File: config.mk
export PLATFORM = sky130hd
export DESIGN_NAME = serial_subtractor_flat
export DESIGN_NICKNAME = d
export VERILOG_FILES = /design/src/rtl/serial_subtractor_if.sv /design/src/rtl/serial_subtractor.sv /design/src/flat_wrapper.sv
export SDC_FILE = /design/constraint.sdc
export NUM_CORES = 1
export LEC_CHECK = 0
export CAP_MARGIN = 30
export CORE_MARGIN = 2
export CORE_UTILIZATION = 45
export DETAILED_ROUTE_END_ITERATION = 16
export PLACE_DENSITY = 0.75
export SYNTH_ARGS = -nofsm -noshare
export SYNTH_HDL_FRONTEND = slang
export SYNTH_SLANG_ARGS = --single-unit
File: constraint.sdc
create_clock -name clk -period 3.3 [get_ports clk]
set_input_delay 0.66 -clock clk [delete_from_list [all_inputs] [get_ports clk]]
set_output_delay 0.66 -clock clk [all_outputs]
set_load 0.01 [all_outputs]
File: src/rtl/serial_subtractor_if.sv
// Handshake and data bundle for the bit-serial subtractor.
// The master side issues start with operands; the slave side (the subtractor)
// returns busy/done and the registered result flags.
interface serial_subtractor_if #(
  parameter int WIDTH = 8
) ();
  logic             start;
  logic [WIDTH-1:0] a;
  logic [WIDTH-1:0] b;
  logic             borrow_in;
  logic             busy;
  logic             done;
  logic [WIDTH-1:0] diff;
  logic             borrow_out;
  logic             zero;
  logic             overflow;

  modport master (
    output start, a, b, borrow_in,
    input  busy, done, diff, borrow_out, zero, overflow
  );

  modport slave (
    input  start, a, b, borrow_in,
    output busy, done, diff, borrow_out, zero, overflow
  );
endinterface

File: src/rtl/serial_subtractor.sv
// Bit-serial subtractor: a - b - borrow_in, one bit per clock, LSB first.
// A single full-subtractor cell is reused every RUN cycle; the partial
// difference is shifted in from the MSB side so that after WIDTH cycles it
// lines up as the finished result. Result outputs only change on completion
// (or reset), so partial values are never visible.
module serial_subtractor #(
  parameter int WIDTH = 8
) (
  input  logic          clk,
  input  logic          rst,
  serial_subtractor_if.slave bus
);

  localparam int             CW   = $clog2(WIDTH + 1);
  localparam logic [CW-1:0]  LAST = CW'(WIDTH - 1);

  typedef enum logic [1:0] {
    S_IDLE = 2'd0,
    S_RUN  = 2'd1,
    S_DONE = 2'd2
  } state_t;

  // One full-subtractor cell: returns {borrow_next, diff_bit}.
  function automatic logic [1:0] fsub_bit(input logic ai, input logic bi, input logic br);
    fsub_bit = {(~ai & bi) | (~(ai ^ bi) & br), ai ^ bi ^ br};
  endfunction

  state_t           state_q, state_d;
  logic [WIDTH-1:0] a_sh_q, a_sh_d;
  logic [WIDTH-1:0] b_sh_q, b_sh_d;
  logic             br_q, br_d;
  logic [WIDTH-1:0] part_q, part_d;
  logic [CW-1:0]    cnt_q, cnt_d;
  logic             a_msb_q, a_msb_d;
  logic             b_msb_q, b_msb_d;
  logic             busy_q, busy_d;
  logic             done_q, done_d;
  logic [WIDTH-1:0] diff_q, diff_d;
  logic             borrow_out_q, borrow_out_d;
  logic             zero_q, zero_d;
  logic             overflow_q, overflow_d;
  logic [1:0]       cell_s;

  // Next-state and next-output computation for the IDLE/RUN/DONE sequencer.
  always_comb begin
    state_d      = state_q;
    a_sh_d       = a_sh_q;
    b_sh_d       = b_sh_q;
    br_d         = br_q;
    part_d       = part_q;
    cnt_d        = cnt_q;
    a_msb_d      = a_msb_q;
    b_msb_d      = b_msb_q;
    busy_d       = busy_q;
    done_d       = done_q;
    diff_d       = diff_q;
    borrow_out_d = borrow_out_q;
    zero_d       = zero_q;
    overflow_d   = overflow_q;
    cell_s       = 2'b00;

    case (state_q)
      S_IDLE: begin
        if (bus.start) begin
          a_sh_d  = bus.a;
          b_sh_d  = bus.b;
          br_d    = bus.borrow_in;
          a_msb_d = bus.a[WIDTH-1];
          b_msb_d = bus.b[WIDTH-1];
          part_d  = '0;
          cnt_d   = '0;
          busy_d  = 1'b1;
          done_d  = 1'b0;
          state_d = S_RUN;
        end else begin
          busy_d  = 1'b0;
          done_d  = 1'b0;
          state_d = S_IDLE;
        end
      end

      S_RUN: begin
        cell_s = fsub_bit(a_sh_q[0], b_sh_q[0], br_q);
        a_sh_d = a_sh_q >> 1;
        b_sh_d = b_sh_q >> 1;
        br_d   = cell_s[1];
        part_d = part_q >> 1;
        part_d[WIDTH-1] = cell_s[0];
        cnt_d  = cnt_q + CW'(1);
        if (cnt_q == LAST) begin
          // Last bit: publish the whole result in the same edge.
          state_d      = S_DONE;
          done_d       = 1'b1;
          diff_d       = part_d;
          borrow_out_d = cell_s[1];
          zero_d       = (part_d == '0);
          overflow_d   = (a_msb_q != b_msb_q) && (cell_s[0] != a_msb_q);
        end else begin
          state_d = S_RUN;
        end
      end

      S_DONE: begin
        busy_d  = 1'b0;
        done_d  = 1'b0;
        state_d = S_IDLE;
      end

      default: begin
        busy_d  = 1'b0;
        done_d  = 1'b0;
        state_d = S_IDLE;
      end
    endcase
  end

  // State and registered outputs; synchronous reset aborts any operation in flight.
  always_ff @(posedge clk) begin
    if (rst) begin
      state_q      <= S_IDLE;
      a_sh_q       <= '0;
      b_sh_q       <= '0;
      br_q         <= 1'b0;
      part_q       <= '0;
      cnt_q        <= '0;
      a_msb_q      <= 1'b0;
      b_msb_q      <= 1'b0;
      busy_q       <= 1'b0;
      done_q       <= 1'b0;
      diff_q       <= '0;
      borrow_out_q <= 1'b0;
      zero_q       <= 1'b0;
      overflow_q   <= 1'b0;
    end else begin
      state_q      <= state_d;
      a_sh_q       <= a_sh_d;
      b_sh_q       <= b_sh_d;
      br_q         <= br_d;
      part_q       <= part_d;
      cnt_q        <= cnt_d;
      a_msb_q      <= a_msb_d;
      b_msb_q      <= b_msb_d;
      busy_q       <= busy_d;
      done_q       <= done_d;
      diff_q       <= diff_d;
      borrow_out_q <= borrow_out_d;
      zero_q       <= zero_d;
      overflow_q   <= overflow_d;
    end
  end

  assign bus.busy       = busy_q;
  assign bus.done       = done_q;
  assign bus.diff       = diff_q;
  assign bus.borrow_out = borrow_out_q;
  assign bus.zero       = zero_q;
  assign bus.overflow   = overflow_q;

endmodule
File: src/flat_wrapper.sv
// flat-port wrapper written by rule: the top's interface ports become plain ports
module serial_subtractor_flat 
#(
  parameter int WIDTH = 8
)
  (clk, rst, bus_start, bus_a, bus_b, bus_borrow_in, bus_busy, bus_done, bus_diff, bus_borrow_out, bus_zero, bus_overflow);
  serial_subtractor_if #(.WIDTH(WIDTH)) bus_i ();
  input  logic clk;
  input  logic rst;
  input wire logic [$bits(bus_i.start)-1:0] bus_start;
  input wire logic [$bits(bus_i.a)-1:0] bus_a;
  input wire logic [$bits(bus_i.b)-1:0] bus_b;
  input wire logic [$bits(bus_i.borrow_in)-1:0] bus_borrow_in;
  output wire logic [$bits(bus_i.busy)-1:0] bus_busy;
  output wire logic [$bits(bus_i.done)-1:0] bus_done;
  output wire logic [$bits(bus_i.diff)-1:0] bus_diff;
  output wire logic [$bits(bus_i.borrow_out)-1:0] bus_borrow_out;
  output wire logic [$bits(bus_i.zero)-1:0] bus_zero;
  output wire logic [$bits(bus_i.overflow)-1:0] bus_overflow;
  assign bus_i.start = bus_start;
  assign bus_i.a = bus_a;
  assign bus_i.b = bus_b;
  assign bus_i.borrow_in = bus_borrow_in;
  assign bus_busy = bus_i.busy;
  assign bus_done = bus_i.done;
  assign bus_diff = bus_i.diff;
  assign bus_borrow_out = bus_i.borrow_out;
  assign bus_zero = bus_i.zero;
  assign bus_overflow = bus_i.overflow;
  serial_subtractor #(.WIDTH(WIDTH)) u_core (.clk(clk), .rst(rst), .bus(bus_i));
endmodule
# After elaboration in Yosys (flattened, before gate mapping)
# Index checks and enable logic that the tools add are counted.
[totals]
register_bits = 46
output_inout_bits = 13
[classes]
bitwise = 8
n_eq_ne = 5
reduce_logical = 8
addsub = 1
mux = 15
[ops]
columns = ["operator", "n"]
rows = [
  ["8-bit case mux with 2 select lines", 3],
  ["8-bit two-way mux", 3],
  ["8-bit zero test", 1],
  ["4-bit case mux with 2 select lines", 1],
  ["2-bit AND reduction", 3],
  ["4-bit by 1-bit adder with 4-bit output, second input constant", 1],
  ["4-bit by 3-bit == test with 1-bit output, second input constant", 1],
  ["4-bit two-way mux", 1],
  ["1-bit case mux with 2 select lines", 2],
  ["2-bit case mux with 2 select lines", 1],
  ["1-bit two-way mux", 3],
  ["1-bit NOT", 3],
  ["1-bit AND", 2],
  ["2-bit by 1-bit == test with 1-bit output, second input constant", 1],
  ["2-bit zero test", 1],
  ["2-bit two-way mux", 1],
  ["1-bit inequality test", 2],
  ["2-bit inequality test, second input constant", 1],
  ["2-bit nonzero test", 1],
  ["2-bit OR reduction", 1],
  ["1-bit bitwise XOR", 2],
  ["1-bit logical AND", 1],
  ["1-bit OR", 1],
]

# Longest topological paths before layout
# Gate-level depths: netlist (run 1).
[logic_depth]
word_depth = 5
mapped_depth = 5

# Least setup slack after synthesis (run 1)
# Ideal clock, no wire load.
[synth_path]
kind = "input -> register"
from = "input bus_start"
to = "register u_core.b_sh_q[2]"
required_ns = 3.178
cell_stages = 5
setup_time_ns = 0.122
path_buffers = 2
setup_slack_ns = 1.836
arrival_ns = 1.342
cell_sequence = "o21ba_2 > buf_4 > nor2_4 > buf_6 > a221o_1"
[synth_between]
elab_chain_len = 2
[synth_lines]
columns = ["item", "line", "text"]
rows = [
  ["from (decl)", "flat_wrapper.sv:10", "input wire logic [$bits(bus_i.start)-1:0] bus_start;"],
  ["2-bit inequality test (no source line)", "n/a", ""],
  ["2-bit AND reduction (no source line)", "n/a", ""],
  ["to (signal assigned)", "serial_subtractor.sv:137", "b_sh_q <= b_sh_d;"],
  ["to (decl)", "serial_subtractor.sv:30", "logic [WIDTH-1:0] b_sh_q, b_sh_d;"],
]
# No other way between the ends.
# A chain may end at the register's enable or synchronous reset.

==> results of run 1 <==
-- logic make-up (layout without fill, tap and decap cells) --
family | Yosys count | in the layout
AOI/OAI and AO/OA | 66 | 66
adders and majority gates | 2 | 2
buffers and inverters | 16 | 44
DFF | 45 | 45
muxes | 3 | 3
and+or+nand+nor | 50 | 50
-- where the power goes --
part           internal [W]  switching (W)  total, W
logic             0.0000672      0.0000795  0.000147
clock network      0.000166       0.000175  0.000341
registers          0.000571      0.0000211  0.000592
-- routing by layer --
layer	wire length, microns	up-vias	global-route usage
met5	0	-	0
met2	1940	31	0.305
li1	-	732	-
met3	191	9	0.0574
met4	79	0	0.0816
met1	1920	713	0.279
-- cell type report --
| class | instances | area (sq um) |
|---|---|---|
| clock buffer | 7 | 86.3 |
| fill | 339 | 1530 |
| inverter | 4 | 15.0 |
| multi-input combinational | 121 | 795 |
| sequential | 45 | 901 |
| tap | 48 | 60.1 |
| timing repair buffer | 33 | 328 |
-- state kept, by name, indices dropped and copies added, names as in the netlist --
| signal | flops |
|---|---|
| u_core.b_sh_q | 8 |
| u_core.bus.overflow | 1 |
| u_core.bus.busy | 1 |
| u_core.b_msb_q | 1 |
| u_core.bus.diff | 8 |
| u_core.state_q | 2 |
| u_core.br_q | 1 |
| u_core.cnt_q | 4 |
| u_core.a_sh_q | 8 |
| u_core.a_msb_q | 1 |
| u_core.bus.zero | 1 |
| u_core.part_q | 7 |
| u_core.bus.done | 1 |
| u_core.bus.borrow_out | 1 |
-- final timing paths --
kind,to,cells after the start,slack (ns)
max,u_core.a_sh_q[6]$_SDFFE_PP0P_,4,1.12
min,u_core.bus.busy$_SDFFE_PP0N_,1,0.46
max reg2reg,u_core.a_sh_q[6]$_SDFFE_PP0P_,3,1.47
min reg2reg,u_core.bus.busy$_SDFFE_PP0N_,1,0.46
-- stage by stage --
stage | hold slack (ns) | cells | cell area, sq um | total power (W)
after floorplan | 0.455 | 182 | 1770 | 0.000697
after global placement | 0.457 | 251 | 2100 | 0.000743
after detailed placement | 0.443 | 251 | 2100 | 0.000749
after CTS | 0.466 | 258 | 2180 | 0.00108
after global routing | 0.492 | 258 | 2180 | 0.00113
final | 0.462 | 258 | 2180 | 0.00108
-- layout by cell type (no fill, tap or decap), drive strengths merged, types with 7 or more instances in the layout --
master,netlist,final
a211oi,10,10
dfxtp,45,45
nor2,17,17
nand3,10,10
a22o,8,8
clkbuf,4,7
o22ai,9,9
a21oi,13,13
o21ai,11,11
clkdlybuf4s50,0,32
-- critical path, delay by kind of cell --
| kind | cells | cell delay (ns) |
|---|---|---|
| AO/OA/AOI/OAI | 1 | 0.11 |
| buffers and inverters | 1 | 0.75 |
| AND/OR/NAND/NOR | 2 | 0.89 |
==> results.txt, run 1 <==
- After clock tree synthesis, the clock-pin slew on the worst setup and hold paths is roughly 0.080 ns.
- Number of CTS-inserted buffers: 5
* Maximum cell stage delay along the critical path: 0.75 ns
- Overall routing resource usage: 0.205
- Share of layout cells above drive strength 1: 0.0571
- Critical-path cell with the highest stage delay: clkdlybuf4s50_1
- In this run, the number of DRC markers left after iteration 0 of detailed routing was 104.
- The later pin in the worst-skew pair is clocked with a latency of 0.30 ns.
* Unrepaired setup endpoints after global routing: false
- The largest total area in the synthesized netlist belongs to dfxtp_1.
* Xor-xnor portion of the synthesized cell area: 0
- Counting flops with an async set or reset pin after synthesis yields a share of 0.
- Fmax achieved: 0.459 GHz
- Across the VDD grid, the largest voltage drop is 0.000268 V.
- For this run, the post-layout net count is ~230.
* Avg WL per Cell: 16.0 microns
- The worst path in the final design needs a cycle of 2.18 ns, including I/O delays and setup.
- TritonCTS clock tree: built
- In this run the worst setup path begins at rst.
* Share of synthesized area occupied by flip-flops and latches: 0.508
- Power density of the placed cells: 494 mW/mm^2
- Compound-gate portion of the synthesized area: 0.254
- First drt pass iteration count: 4
- Final Max Tran Viols: 0
- Die Width: 66.8 microns
- For this design, the CTS-stage hold fixing added 0 buffers.
* Routability Congestion: 0.772
* Worst-case setup slack after placement: 0.833 ns
- Adding up every negative setup slack in the final design gives 0 ns.
* Fraction of the core area covered by cells at the end of the flow: 0.588
- Number of buffers between clock root and the deepest sink: 2
- In this run, post-CTS repair resized a total of 0 instances.
* Initial core utilization: 0.477
* Most common cell in the synthesized netlist: dfxtp_1
- The floorplan step defined a die boundary enclosing between 0.004 and 0.005 sq mm.
- Clock tree synthesis found a total of 45 sinks.
- The portion of synthesized area spent on multiplexers is 0.0169.
- The number of antenna violations at the first check in global routing came to 0.
* Final setup fails: 0
- Synthesis produced a netlist with a net count of around 200.
- Crit path capture type: flip-flop
* Dominant combinational cell family by area after synthesis: compound AO/OA/AOI/OAI gates
- Area share of and/or/nand/nor cells after synthesis: 0.159
* Area share of the leading cell type in the synthesized netlist: 0.508
- In the routed design, unresolved DRC markers number 0.
- Critical path cell sequence: clkdlybuf4s50_1, nor4b_2, and2_1, a221o_1
- Post-synthesis cell type count: 41
- Diodes inserted: 0
- For this run the aggregate overflow at the end of global routing stands at 0.
- 33 I/O pins were placed.
- Core area: 0.00372 sq mm
- IO buf count: 32
* Number of H-tree levels: 2
- In this run the static leakage power is between 0.7 and 0.8 nW.
* Pin count of the biggest net entering global routing: 18
- Commonest cells in the synthesized netlist: dfxtp_1 (45), nor2_1 (15), a21oi_1 (13)
- Summing over every cut layer, the via total after detailed routing is 1,485.
- Launch point of the worst hold path: u_core.bus.busy$_SDFFE_PP0N_
* Mean area per synthesized cell: 9.75 sq um
- Top cells by area, synth: dfxtp_1 (51%), a211oi_1 (4.2%), a22o_1 (3.9%), a21oi_1 (3.7%), nor2_1 (3.2%)
- After legalization and detailed placement, the total HPWL measured 2870 microns.
* Wire length after detailed routing: 4130 microns
- Skew final: 0.00212 ns
- STA puts the critical path data arrival time at 2.42 ns.
- The via count of the first global-routing pass is ~1,400.
- Antenna Violating Nets Remaining: 0
- Type of the worst setup path: in2reg
* Final period util: 0.661
- Row generation in the floorplan step produced 22 rows.
* PnR worst setup slack: 1.12 ns
* Max Cap Violations: 0
- Area added between synthesis and finish: 23.1%
* Worst Path Required: 3.54 ns
- The final count of hold timing violations is 0.
- The flow ran to the end, and the final reports show no timing, DRC or antenna violations.
- Most used flip-flop cell after synthesis: dfxtp_1
- Worst Hold Class: reg2reg
* Cell area after technology mapping: 0.00177 sq mm
- Fraction of the mapped netlist area in adder cells: 0.0183
- Height of the die: 66.8 microns
- In this run, synthesis produced a sequential element count of 45.
- CP startpoint kind: input pin
- Crit Reg-Reg Startpoint: u_core.state_q[0]$_SDFF_PP0_
- The root buffer cell chosen for the clock tree is clkbuf_8.
- Relative slew slack: 0.485
* EDFF count, synth: 0
- Synth Warn #: 0
- In this run the worst path has a maximum fanout of 16.
* Per-cell via count in the routed design: 5.76
- For the pin with the worst max-slew slack, the measured transition is 0.771 ns.
- The first global-routing pass estimated 6820 microns of wire.
* Number of instances in the synthesized netlist: around 180
* Post-CTS setup-driven buffer insertion count: 0
(Power assumes the default switching activity.)
==> run 2: changes to the inputs <==
clock period = 2.2 ns   (was 3.3 ns; I/O delays follow)
==> run 2 against run 1 <==
Net effect: power rose by 63%; cell count grew 1.9%; global-route usage is 0.46 points lower; via count rose by 1.2%; final area up 2.7%; clock skew grew 0.0054 ns; clock power rose by 88%; worst setup slack worse by 0.62 ns; combinational power grew 56%; flip-flop and latch count unchanged; critical path depth is 1 higher.
==> results.txt, run 2 (same netlist as run 1, synthesis figures left out) <==
* Sequential group share of total power: 0.505
- Setup_tns: 0 ns
* Core area: between 0.003 and 0.004 sq mm
- Max Cap Violations: 0
- No sink is reached through more buffers than the 2 on the longest clock path.
* Power density of the placed cells: 783 mW/mm^2
- Total DRC errors in the routed layout: 0
* Worst Setup SP: u_core.b_sh_q[0]$_SDFFE_PP0P_
- TritonCTS built the clock tree.
* Crit path buf inv count: 1
- The worst-case IR drop observed on VDD is 0.000438 V.
- In the final routed layout, each cell accounts on average for 15.7 microns.
- Diodes inserted: 0
- In this run, CTS created clock tree buffers numbering 5.
- Overall routing resource usage: 0.200
* Relative contribution of combinational cells to total power: 0.130
- Skew final: 0.00754 ns
* Number of hold-slack violations in the final timing report: 0
- Crit Reg-Reg Startpoint: u_core.b_sh_q[0]$_SDFFE_PP0P_
- Number of global-route vias before repair: 1,456
- Antenna Violating Nets Remaining: 0
* Worst-case register-to-register setup slack: between 0.5 and 0.6 ns
* Global-route wire length before repair: 6680 microns
* Crit path capture type: flip-flop
- Switching power: 0.000422 W
- The critical path is of the reg2reg type.
- Slew of the pin with the lowest slew margin: ~0.58 ns
- Area added between synthesis and finish: 26.5%
- Of the total power, the share spent switching nets is 0.240.
- In the layout the commonest cells are dfxtp_1 (45), clkdlybuf4s50_1 (32), nor2_1 (15).
* Clock root buffer: clkbuf_8
- Power share of the clock group: 0.365
- Worst-case setup slack after placement: 0.275 ns
- Number of antenna violations at the first check in global routing: 0
* Combined area of the multi-input logic cells: 795 sq um
- At the end of routability-driven placement, the weighted congestion stood at 0.848.
- Fin nets: 236
- Critical path cell sequence: inv_1, fa_1, nor4_1, nand4_1, a21oi_1
- The worst setup path is launched from a flip-flop.
- Post-CTS setup-driven buffer insertion count: 0
* Share of layout cells above drive strength 1: 0.0791
- The H-tree was split into 2 levels.
- For this run the aggregate overflow at the end of global routing stands at 0.
- Wire length after detailed routing: 4120 microns
- During I/O placement, the number of pins put on the boundary was 33.
* Crit path depth: 5
* Critical-path cell with the highest stage delay: fa_1
- Kind of cell adding the most delay to the critical path: adder cells
* Count of cells resized by post-cts repair: 0
- Vias post-DR: 1,503
* Leading cell type in the layout, fill and taps excluded: dfxtp_1
- The worst register-to-register path has a depth of 5.
- Final worst path period need: 1.70 ns
* Worst-path maximum fanout: 5
- Die Width: 66.8 microns
- The analysis attributes to cell leakage a power of 0.819 nW.
- Final HPWL DP: between 2000 and 3000 microns
- Fmax achieved: around 0.6 GHz
- Clock-pin slew on the worst setup and hold paths: roughly 0.080 ns
- Initial core utilization: 0.477
* Arrival time at the worst endpoint: 1.92 ns
- Buffers inserted to repair hold after CTS numbered 0.
- Input and output buffers added on the ports amount to 32.
* Run status: finished, final reports clean
- Setup repair after global routing left no endpoint under its margin.
* DIE AREA: 0.00446 sq mm
* Number of clock sinks seen by CTS: 45
- The min-delay analysis places its worst path in the category reg2reg.
- Final Max Tran Viols: 0
- Worst R2R End: u_core.bus.zero$_SDFFE_PP0P_
- After the first detailed-routing iteration, the DRC count stood at approximately 130.
- Entering global routing, the biggest net connects 16 pins.
- Measured along the y axis, the die boundary spans 66.8 microns.
* Last element of the critical path: u_core.bus.zero$_SDFFE_PP0P_
- After layout, the worst setup slack is between 0.5 and 0.6 ns.
* Relative slew slack: 0.615
- The internal power of the cells totals 0.00134 W.
* Number of filler instances in the final layout: around 320
- Flip-flop and latch area: 901 sq um
- Final setup fails: 0
* Final period util: 0.771
* First drt pass iteration count: 4
* Per-cell via count in the routed design: between 5 and 6
- Worst Path Required: 2.42 ns
* Maximum cell stage delay along the critical path: slightly above 0.6 ns
* Clock network latency to the later pin of the worst-skew pair: approximately 0.30 ns
- Row Count: 22
run 2: worst min-delay path by stage:
stage                             startpoint                            end  slack, ns  cells past startpoint
2_1_floorplan  u_core.a_sh_q[1]$_SDFFE_PP0P_  u_core.a_sh_q[1]$_SDFFE_PP0P_       0.46                      1
3_3_place_gp    u_core.bus.done$_SDFFE_PP0N_   u_core.bus.done$_SDFFE_PP0N_       0.46                      1
3_5_place_dp    u_core.bus.busy$_SDFFE_PP0N_   u_core.bus.busy$_SDFFE_PP0N_       0.46                      1
4_1_cts         u_core.bus.done$_SDFFE_PP0N_   u_core.bus.done$_SDFFE_PP0N_       0.48                      1
5_1_grt        u_core.a_sh_q[1]$_SDFFE_PP0P_  u_core.a_sh_q[1]$_SDFFE_PP0P_       0.50                      1
6_report        u_core.bus.done$_SDFFE_PP0N_   u_core.bus.done$_SDFFE_PP0N_       0.47                      1
run 2: area by class of cell:
type | count | share of cell area
Clock buffer | 7 | 0.0385
Clock inverter | 1 | 0.0134
Inverter | 4 | 0.00669
Multi-Input combinational cell | 121 | 0.354
Sequential cell | 45 | 0.401
Tap cell | 48 | 0.0268
Timing Repair Buffer | 37 | 0.159
run 2: through the flow:
stage / instances / hold WS [ns] / total power (W) / utilization / area, sq um
global placement: 255 / 0.459 / 0.00112 / 0.573 / 2130
detailed placement: 255 / 0.458 / 0.00113 / 0.573 / 2130
global route: 263 / 0.501 / 0.00182 / 0.604 / 2240
CTS: 263 / 0.482 / 0.00176 / 0.604 / 2240
finish: 263 / 0.475 / 0.00176 / 0.604 / 2240
floorplan: 182 / 0.455 / 0.00105 / - / 1770
run 2: power groups by stage:
stage                     Combinational [W]  Clock [W]  Sequential (W)
after floorplan                    0.000152          0        0.000894
after global placement             0.000216          0        0.000904
after detailed placement           0.000226          0        0.000906
after CTS                          0.000228   0.000648        0.000887
after global routing               0.000249   0.000674        0.000893
final                              0.000229   0.000641        0.000888
run 2: metal layers:
metal / GRT usage / wire length (microns)
met1: 0.266 / 1910
met2: 0.295 / 1900
met3: 0.0524 / 222
met4: 0.110 / 84
met5: 0 / 0
==> run 3: changes to the inputs <==
PLACE_DENSITY = 0.78   (was 0.75)
clock period = 1.4 ns   (was 2.2 ns; I/O delays follow)
==> run 3 against run 2 <==
Net effect: the flow now finishes with violations (negative setup slack); sequential power increased by 57%; non-clock buffer count increased by 22; fmax increased by 18%; power increased by 48%; critical path type unchanged; critical endpoint is now u_core.bus.overflow$_SDFFE_PP0P_; highest routed layer unchanged.
==> results.txt, run 3 (same netlist as run 1, synthesis figures left out) <==
- Based on the critical path, the design can be clocked at up to 0.696 GHz.
- Number of global-route vias before repair: 1,508
- For this design, the CTS-stage hold fixing added 0 buffers.
* Clock root buffer: clkbuf_8
- Dividing the detail-routed wire length by the instance count gives 14.6 microns.
- The finished cells cover approximately 0.0024 sq mm.
- Number of design-rule violations left by the first detailed-router iteration: between 90 and 100
- Count of cells along the worst register-to-register path: 5
- Initial core utilization: 0.477
- In this run the worst setup path begins at u_core.b_sh_q[0]$_SDFFE_PP0P_.
* Worst Path Required: 1.61 ns
- Summed over all cells, the static leakage comes to a little under 1 nW.
- Summed over all layers, the global routing overflow is 0.
* Worst-case register-to-register setup slack: -0.04 ns
- The routed layout has 1,591 vias.
- Setup violations remaining at the end of the flow were counted as 4.
* Number of antenna violations at the first check in global routing: 0
* Clock network latency to the later pin of the worst-skew pair: 0.29 ns
- Arrival time at the worst endpoint: 1.65 ns
* PnR worst setup slack: -0.0368 ns
- Share of layout cells above drive strength 1: 0.213
- Once detailed placement completed, the half-perimeter wirelength came to 2960 microns.
- Worst Hold Class: reg2reg
* Post-placement cell count: 276
* Type of the worst setup path: reg2reg
- Worst-case setup slack after placement: -0.196 ns
- Crit Reg-Reg Startpoint: u_core.b_sh_q[0]$_SDFFE_PP0P_
- Once detail routing completed, the nets flagged for antenna violations numbered 0.
- The first global-routing pass estimated 6840 microns of wire.
- Slew of the pin with the lowest slew margin: 0.378 ns
* Leading cell type in the layout, fill and taps excluded: dfxtp_1
- For this design, the sink count on the clock tree is 45.
* Worst R2R End: u_core.bus.overflow$_SDFFE_PP0P_
- The die covers 0.00446 sq mm.
- The worst path in the final design needs a cycle of around 1.4 ns, including I/O delays and setup.
- The flow ran to the end, but the final reports show violations.
- Skew final: 0.00473 ns
* Worst-path maximum fanout: 3
- Max Cap Violations: 0
- STA classifies the critical path startpoint as a flip-flop.
- Final Max Tran Viols: 0
- The final reports fail on negative setup slack.
- Number of H-tree levels: 2
* Grt met1 use: 0.269
- Die Width: about 67 microns
- met2 is the most crowded layer.
* Commonest cells after routing, fill and taps aside: dfxtp_1 (43), buf_4 (24), clkdlybuf4s50_1 (19)
- The area growth from synthesis to layout is 36.5%.
* Diodes inserted: 0
- On the final layout, the worst hold slack is about 0.47 ns.
- Number of buffers between clock root and the deepest sink: 2
- Final instance count without filler cells: 283
- Last element of the critical path: u_core.bus.overflow$_SDFFE_PP0P_
- Among all stages on the critical path, the largest delay is contributed by fa_2.
- During I/O placement, the number of pins put on the boundary was 33.
- For met3 alone, demand over resource in global routing was 0.0760.
- The floorplan step set the die height to 66.8 microns.
* Number of CTS-inserted buffers: 5
* Per-cell via count in the routed design: approximately 5.6
- Measured against its own limit, the worst slew margin works out to 0.747.
- In this run the power density over the cells is 1070 mW/mm^2.
- Critical path cell sequence: inv_2, fa_2, and3b_1, a21oi_2, a211oi_2
- First drt pass iteration count: 4
- Setup repair after global routing could not meet its margin everywhere.
- After floorplanning, the core was divided into 22 placement rows.
- Routability-driven placement finished with a final weighted congestion of 0.761.
- After clock tree synthesis, the clock-pin slew on the worst setup and hold paths is 0.08 ns.
* Total DRC errors in the routed layout: 0
- TritonCTS clock tree: built
- For this run, global-route usage on met2 was measured as 0.326.
- Final period util: 1.03
- Instance area at placement: 0.00230 sq mm
- Wire length after detailed routing: 4130 microns
* Crit path capture type: flip-flop
* Fin nets: 258
- The core region is 0.00372 sq mm.
- In this run the tool buffered the top-level ports with 32 buffer cells.
- Pin count of the biggest net entering global routing: 13
- Number of hold-slack violations in the final timing report: 0
* Maximum vdd drop: 0.000773 V
- In this design, the stage delay of the slowest critical-path cell is approximately 0.59 ns.
* Overall routing resource usage: 0.209
## run 3: metal layers
metal,part of all wire,wire length (microns)
met2,0.49,2020
met5,0,0
met1,0.45,1870
met4,0.012,49
met3,0.045,184
## run 3: repair_timing
item                                    in CTS  in global routing
resized for setup                           20                  9
pin swaps                                    4                  2
buffers inserted                             1                  0
endpoints found under the setup margin      17                 16
gates cloned                                 0                  0
## run 3: worst min-delay path by stage
| stage | from | endpoint | slack, ns | depth (start not counted) |
|---|---|---|---|---|
| final | u_core.bus.done$_SDFFE_PP0N_ | u_core.bus.done$_SDFFE_PP0N_ | 0.47 | 1 |
| after global routing | u_core.bus.done$_SDFFE_PP0N_ | u_core.bus.done$_SDFFE_PP0N_ | 0.50 | 1 |
| after CTS | u_core.bus.diff[1]$_SDFFE_PP0P_ | u_core.bus.diff[1]$_SDFFE_PP0P_ | 0.47 | 2 |
| after detailed placement | u_core.bus.done$_SDFFE_PP0N_ | u_core.bus.done$_SDFFE_PP0N_ | 0.46 | 1 |
| after global placement | u_core.bus.busy$_SDFFE_PP0N_ | u_core.bus.busy$_SDFFE_PP0N_ | 0.44 | 1 |
| after floorplan | bus_a[7] | u_core.a_msb_q$_SDFFE_PP0P_ | 0.43 | 2 |
## run 3: critical path: cells and delay by family (launching register included)
family | cells | cell delay (ns)
flops | 1 | 0.33
simple gates | 1 | 0.18
fa+ha+maj | 1 | 0.59
buf+inv | 1 | 0.04
compound gates | 2 | 0.21
## run 3: final cells by class
cell class,instances,area (sq um)
Clock buffer,5,68.8
Clock inverter,1,5.00
Fill cell,322,1290
Inverter,4,15.0
Multi-Input combinational cell,121,842
Sequential cell,45,903
Tap cell,48,60.1
Timing Repair Buffer,59,527
## run 3: where the power goes
part	internal [W]	total [W]	leakage, nW	switching, W
Combinational	0.000263	0.000486	0.575	0.000223
Sequential	0.00135	0.00139	0.368	0.0000439
Clock	0.000329	0.000722	0.0399	0.000393
Total	0.00194	0.00260	0.982	0.000661
## run 3: metrics by stage
stage	power (W)	setup TNS (ns)	utilization
4_1_cts	0.00259	-0.199	0.643
5_1_grt	0.00273	-0.286	0.652
6_report	0.00260	-0.112	0.652
3_5_place_dp	0.00185	-5.25	0.619
2_1_floorplan	0.00164	0	-
3_3_place_gp	0.00184	-4.58	0.619
